$ cat src/rtl/col2img_pkg.sv
// Shared types and helpers for the col2img accumulator: default widths,
// FSM state encoding and patch-geometry helpers.
package col2img_pkg;

  localparam int DEF_DATA_WIDTH = 8;
  localparam int DEF_IMG_SIZE   = 5;
  localparam int DEF_ACC_WIDTH  = DEF_DATA_WIDTH + 5;

  typedef enum logic [1:0] {IDLE, ACCUM, DONE} state_t;

  // Number of patch origins along one dimension.
  function automatic logic [2:0] n_out(input logic [2:0] k, input logic stride,
                                       input int img_size);
    int diff;
    diff = img_size - int'(k);
    return 3'((diff >> stride) + 1);
  endfunction

  function automatic logic is_legal_k(input logic [2:0] k,
                                      input int img_size = DEF_IMG_SIZE);
    return (k != 3'd0) && (int'(k) <= img_size);
  endfunction

endpackage

$ cat src/rtl/col2img_addr_gen.sv
// Nested patch/element counters that walk the column stream back onto
// image coordinates (row-major patches, row-major elements within a patch).
module col2img_addr_gen
  import col2img_pkg::*;
#(
  parameter int IMG_SIZE = DEF_IMG_SIZE,
  parameter int CW       = $clog2(IMG_SIZE)
) (
  input  logic          clk,
  input  logic          rst,
  input  logic          clear,
  input  logic          advance,
  input  logic [2:0]    k,
  input  logic          stride,
  output logic [CW-1:0] r,
  output logic [CW-1:0] c,
  output logic          last
);

  logic [2:0] r_i, r_j, r_pc, r_pr;
  logic [2:0] w_kmax, w_nmax;
  logic       w_j_end, w_i_end, w_pc_end, w_pr_end;
  logic [2:0] w_r_full, w_c_full;

  assign w_kmax   = k - 3'd1;
  assign w_nmax   = n_out(k, stride, IMG_SIZE) - 3'd1;
  assign w_j_end  = (r_j == w_kmax);
  assign w_i_end  = (r_i == w_kmax);
  assign w_pc_end = (r_pc == w_nmax);
  assign w_pr_end = (r_pr == w_nmax);
  assign last     = w_j_end && w_i_end && w_pc_end && w_pr_end;

  // Origin is the patch index scaled by the stride (1 or 2).
  assign w_r_full = (stride ? {r_pr[1:0], 1'b0} : r_pr) + r_i;
  assign w_c_full = (stride ? {r_pc[1:0], 1'b0} : r_pc) + r_j;
  assign r        = CW'(w_r_full);
  assign c        = CW'(w_c_full);

  always_ff @(posedge clk or posedge rst) begin
    if (rst) begin
      r_i  <= '0;
      r_j  <= '0;
      r_pc <= '0;
      r_pr <= '0;
    end else if (clear) begin
      r_i  <= '0;
      r_j  <= '0;
      r_pc <= '0;
      r_pr <= '0;
    end else if (advance) begin
      r_j <= w_j_end ? 3'd0 : r_j + 3'd1;
      if (w_j_end) begin
        r_i <= w_i_end ? 3'd0 : r_i + 3'd1;
        if (w_i_end) begin
          r_pc <= w_pc_end ? 3'd0 : r_pc + 3'd1;
          if (w_pc_end) begin
            r_pr <= w_pr_end ? 3'd0 : r_pr + 3'd1;
          end
        end
      end
    end
  end

endmodule

$ cat src/rtl/col2img.sv
// col2img: accumulates a stream of per-patch column elements back into an
// IMG_SIZE x IMG_SIZE image and hands the finished frame out via valid/ready.
module col2img
  import col2img_pkg::*;
#(
  parameter int DATA_WIDTH = DEF_DATA_WIDTH,
  parameter int IMG_SIZE   = DEF_IMG_SIZE,
  parameter int ACC_WIDTH  = DATA_WIDTH + 5
) (
  input  logic                                           clk,
  input  logic                                           rst,
  input  logic                                           start,
  input  logic [2:0]                                     k,
  input  logic                                           stride,
  input  logic                                           in_valid,
  output logic                                           in_ready,
  input  logic [DATA_WIDTH-1:0]                          in_data,
  output logic                                           out_valid,
  input  logic                                           out_ready,
  output logic [IMG_SIZE-1:0][IMG_SIZE-1:0][ACC_WIDTH-1:0] out_img,
  output logic                                           busy,
  output logic                                           cfg_err
);

  localparam int CW = $clog2(IMG_SIZE);

  state_t                                           r_state, w_state_next;
  logic [2:0]                                       r_k;
  logic                                             r_stride;
  logic                                             r_cfg_err;
  logic [IMG_SIZE-1:0][IMG_SIZE-1:0][ACC_WIDTH-1:0] r_img;
  logic [CW-1:0]                                    w_r, w_c;
  logic                                             w_last, w_accept, w_clear;
  logic [ACC_WIDTH-1:0]                             w_ext;

  assign w_ext = {{(ACC_WIDTH-DATA_WIDTH){in_data[DATA_WIDTH-1]}}, in_data};

  always_comb begin
    w_state_next = r_state;
    in_ready     = 1'b0;
    out_valid    = 1'b0;
    w_clear      = 1'b0;
    w_accept     = 1'b0;
    case (r_state)
      IDLE: begin
        if (start && is_legal_k(k, IMG_SIZE)) begin
          w_clear      = 1'b1;
          w_state_next = ACCUM;
        end
      end
      ACCUM: begin
        in_ready = 1'b1;
        w_accept = in_valid;
        if (in_valid && w_last) w_state_next = DONE;
      end
      DONE: begin
        out_valid = 1'b1;
        if (out_ready) w_state_next = IDLE;
      end
      default: w_state_next = IDLE;
    endcase
  end

  always_ff @(posedge clk or posedge rst) begin
    if (rst) begin
      r_state   <= IDLE;
      r_k       <= '0;
      r_stride  <= 1'b0;
      r_cfg_err <= 1'b0;
    end else begin
      r_state   <= w_state_next;
      r_cfg_err <= (r_state == IDLE) && start && !is_legal_k(k, IMG_SIZE);
      if (w_clear) begin
        r_k      <= k;
        r_stride <= stride;
      end
    end
  end

  // Image stays untouched outside ACCUM so the frame is held through DONE/IDLE.
  always_ff @(posedge clk or posedge rst) begin
    if (rst) begin
      r_img <= '0;
    end else if (w_clear) begin
      r_img <= '0;
    end else if (w_accept) begin
      r_img[w_r][w_c] <= r_img[w_r][w_c] + w_ext;
    end
  end

  col2img_addr_gen #(
    .IMG_SIZE (IMG_SIZE),
    .CW       (CW)
  ) u_addr_gen (
    .clk     (clk),
    .rst     (rst),
    .clear   (w_clear),
    .advance (w_accept),
    .k       (r_k),
    .stride  (r_stride),
    .r       (w_r),
    .c       (w_c),
    .last    (w_last)
  );

  assign out_img = r_img;
  assign busy    = (r_state != IDLE);
  assign cfg_err = r_cfg_err;

endmodule

$ cat config.mk
export PLATFORM = sky130hd
export DESIGN_NAME = col2img
export DESIGN_NICKNAME = d
export VERILOG_FILES = /design/src/rtl/col2img_pkg.sv /design/src/rtl/col2img_addr_gen.sv /design/src/rtl/col2img.sv
export SDC_FILE = /design/constraint.sdc
export NUM_CORES = 1
export LEC_CHECK = 0
export BUFFER_PORTS_ARGS = -buffer_cell sky130_fd_sc_hd__buf_2
export CAP_MARGIN = 20
export CORE_AREA = 4 4 179 181
export DETAILED_ROUTE_END_ITERATION = 7
export DIE_AREA = 0 0 183 185
export PLACE_DENSITY = 0.8
export REMOVE_ABC_BUFFERS = 1
export SLEW_MARGIN = 20
export SYNTH_ARGS = -nofsm -noshare
export SYNTH_HDL_FRONTEND = slang
export SYNTH_HIERARCHICAL = 1
export SYNTH_SLANG_ARGS = --single-unit
$ cat constraint.sdc
create_clock -name clk -period 15.9 [get_ports clk]
set_clock_uncertainty 0.1 [all_clocks]
set_input_delay 3.18 -clock clk [delete_from_list [all_inputs] [get_ports clk]]
set_output_delay 3.18 -clock clk [all_outputs]
set_load 0.1 [all_outputs]
==> results.md <==
* GRT overflow at 0
* Multi-input gate area at 7468 um2
* PostCTS Resize Cnt at 0
* Worst setup margin at 8.500 ns
* Worst Max-Slew Pin Slew at 1.164 ns
* Cell-by-cell trace of the critical path: and2b_1, ha_4, fa_2, buf_4, and2b_1, buf_4, a22oi_1, o221ai_1, o21ai_0, nor2_1, a21oi_1, o22ai_1, ha_1, inv_1, fa_1, nor2b_1, o2111ai_1, nor4bb_1, o31a_1, o211ai_1, and4bb_4, o21ai_0
* Initial antenna violation count at 0
* Routed Antenna Nets at 0
* Final #Nets at slightly above 2,000
* DPL Wire Length at 42.36 mm
* Max-Cap Viols at 0
* Die ar. at between 30,000 and 40,000 um2
* Buf/Inv on CP at 3
* Fillcell total at between 2,000 and 2,500
* Hold Crit Start: out_img[183]
* CP Launch Type: register
* CP delay by family, top: adder cells
* Status: finished, final reports clean
* Netlist cell types at 73
* Total track usage at ~37%
* Die width at 183 um
* Hold violation count in the final report at 0
* Kind of critical path: register to register
* DRC at 0
* Vias at 16,281
* Register area at 8608 um2
* Final core occ at 65.35%
* Setup TNS Final at 0 ns
* Req. time, crit path at 16.17 ns
* Row count at 64
* Gate count of the mapped netlist at 1,741
* CP max-delay cell: fa_2
* Synthesis-to-layout area growth at 19.45%
* Crit end category: register
* Sequential share of the synthesized area at between 50 and 60%
* CTS Root Cell: clkbuf_16
* Post-synthesis register bit count at 344
* H-Tree Depth at 2
* EDFF count, synth at 0
* WP data arrival at 7.67 ns
* Hold_buf cts at 0
* I/O Buffers at 345
* Ratio of cells with drive above 1 in the final layout at 26.50%
* Clock Latency Late Sink at 0.54 ns
* Largest stage delay on the critical path at 1.08 ns
* Placer Congestion at between 1 and 1.5
* HP Class: register to register
* Period utilization at 46.54%
* First-pass GRT wire length at between 90 and 100 mm
* Antenna fix cells at 0
* Yosys warning total at 6
* CTS Buf Count at 38
* Fmax at 135.1 MHz
* Core Area at 30,430 um2
* Pre-CTS setup slack at 8.650 ns
* CTS Sinks at around 340
* Starting density of the core at roughly 55%
* Drt wl/cell at 26.26 um
* Io pins at around 350
* Via/cell ratio at 6.742
* Total Wirelength at 63.42 mm
* FFs w/ async S/R, synth at 100.0%
* Worst-path clk slew at 0.06 ns
* Critical R2R Launch: r_stride
* Largest net degree at the start of global routing at 103
* Crit path time final at 7.400 ns
* CTS Buffer Depth at 3
* Pre-Repair DR Iteration Count at 7
* Finish-stage setup viols at 0
* Setup Buffers After CTS at 0
* Avg Inst Size Synth at between 9 and 10 um2
* Top FF cell, synth: dfrtp_1
* Initial DRC Count at 1,955
* Cell area after synthesis at ~17,000 um2
* Die H at roughly 190 um
* CTS tree: yes
* Vias in the first global route at 15,969
* Crit path max fanout at 40
* Non-Filler Instances at 2,415
* Crit path from: r_stride
* Slew Limit Fails at 0
* RSZ-0062 raised after global routing: no
* Placed Cells incl. Taps at roughly 2,300
* Relative slew margins at 22.33%
* R2r setup slk at between 8 and 9 ns
worst register-to-register path, stage by stage (launching register included):
cell and delay [ns]:
dfrtp_1 0.63, and2b_1 0.27, ha_4 0.16, fa_2 1.08
buf_4 0.65, and2b_1 0.45, buf_4 0.43, a22oi_1 0.18
o221ai_1 0.20, o21ai_0 0.13, nor2_1 0.18, a21oi_1 0.06
o22ai_1 0.17, ha_1 0.20, inv_1 0.06, fa_1 0.45
nor2b_1 0.19, o2111ai_1 0.16, nor4bb_1 0.19, o31a_1 0.36
o211ai_1 0.11, and4bb_4 0.63, o21ai_0 0.22
per-layer routing:
| layer | global-route usage, % | up-vias | wire length, um |
|---|---|---|---|
| met1 | 48.08 | 7879 | 23220 |
| met5 | 0 | - | 0 |
| met2 | 56.82 | 1235 | 28250 |
| li1 | - | 6886 | - |
| met3 | 9.721 | 281 | 7954 |
| met4 | 18.06 | 0 | 4002 |
cell families (layout without fill, tap and decap cells):
group	count (synthesis)	count (layout)	synth area share [%]
AND/OR/NAND/NOR	512	512	15.02
buffers and inverters	183	461	4.404
multiplexers	60	60	3.961
XOR/XNOR	26	26	1.458
AO/OA/AOI/OAI	593	593	21.59
flip-flops	344	344	51.71
adder cells (fa/ha/maj)	23	23	1.864
cell usage after synthesis (all sizes together) (4+ instances only):
master  count  area (um2)
o21ai     356        1857
dfrtp     344        8608
nand3     282        1411
nand2     129       484.2
clkbuf    117       440.4
a22oi     109       818.3
buf        46       217.7
nor2       42       162.6
a21oi      40       204.0
mux2       37       416.7
o22ai      28       175.2
mux2i      22       220.2
ha         20       250.2
inv        19       71.32
o221ai     13       113.9
xor2       13       113.9
xnor2      12       105.1
nand4      11       83.83
nor3       10       60.06
nor2b       8       50.05
o211ai      6       45.04
a21o        5       37.54
nand2b      5       31.28
nor4        5       46.29
a221oi      4       52.56
a32oi       4       35.03
and2        4       27.52
o221a       4       45.04
cell type report:
class,instances,share of cell area [%]
Sequential cell,344,43.29
Inverter,20,0.4153
Tap cell,396,2.492
Multi-Input combinational cell,1214,37.56
Clock buffer,56,5.782
Clock inverter,11,0.6670
Timing Repair Buffer,374,9.797
state kept, by name, indices dropped and copies added, names as in the netlist:
signal and flops:
out_img 325, u_addr_gen/r_pc 3, u_addr_gen/r_j 3, r_k 3
u_addr_gen/r_pr 3, r_state 2, cfg_err 1, u_addr_gen/r_i 3
r_stride 1
per-stage QoR:
step | hold slack [ns] | cell area, um2
detailed placement | 0.3932 | 18580
finish | 0.4155 | 19890
global placement | 0.3847 | 18570
global route | 0.4380 | 19890
CTS | 0.4064 | 19860
floorplan | 0.4155 | 15990
path summary, 6_finish.rpt:
check,end,cells past startpoint
max in group asynchronous,out_img[286],4
hold / removal,out_img[183],2
min in group asynchronous,u_addr_gen/r_j[0],2
hold reg to reg,out_img[183],2
setup reg to reg,out_img[246],22
setup / recovery,out_img[246],22
cells in the final DEF (no fill, tap or decap), drive strengths merged, types with 6 or more instances in the layout:
cell type	Yosys	final
a21oi	40	40
a22oi	109	109
buf	46	374
clkbuf	117	56
clkinv	1	8
dfrtp	344	344
ha	20	20
inv	19	19
mux2	37	37
mux2i	22	22
nand2	129	129
nand3	282	282
nand4	11	11
nor2	42	42
nor2b	8	8
nor3	10	10
o211ai	6	6
o21ai	356	356
o221ai	13	13
o22ai	28	28
xnor2	12	12
xor2	13	13
Power is not shown: default switching activity piles up to over one toggle a cycle in this logic, so the estimate is an artifact.
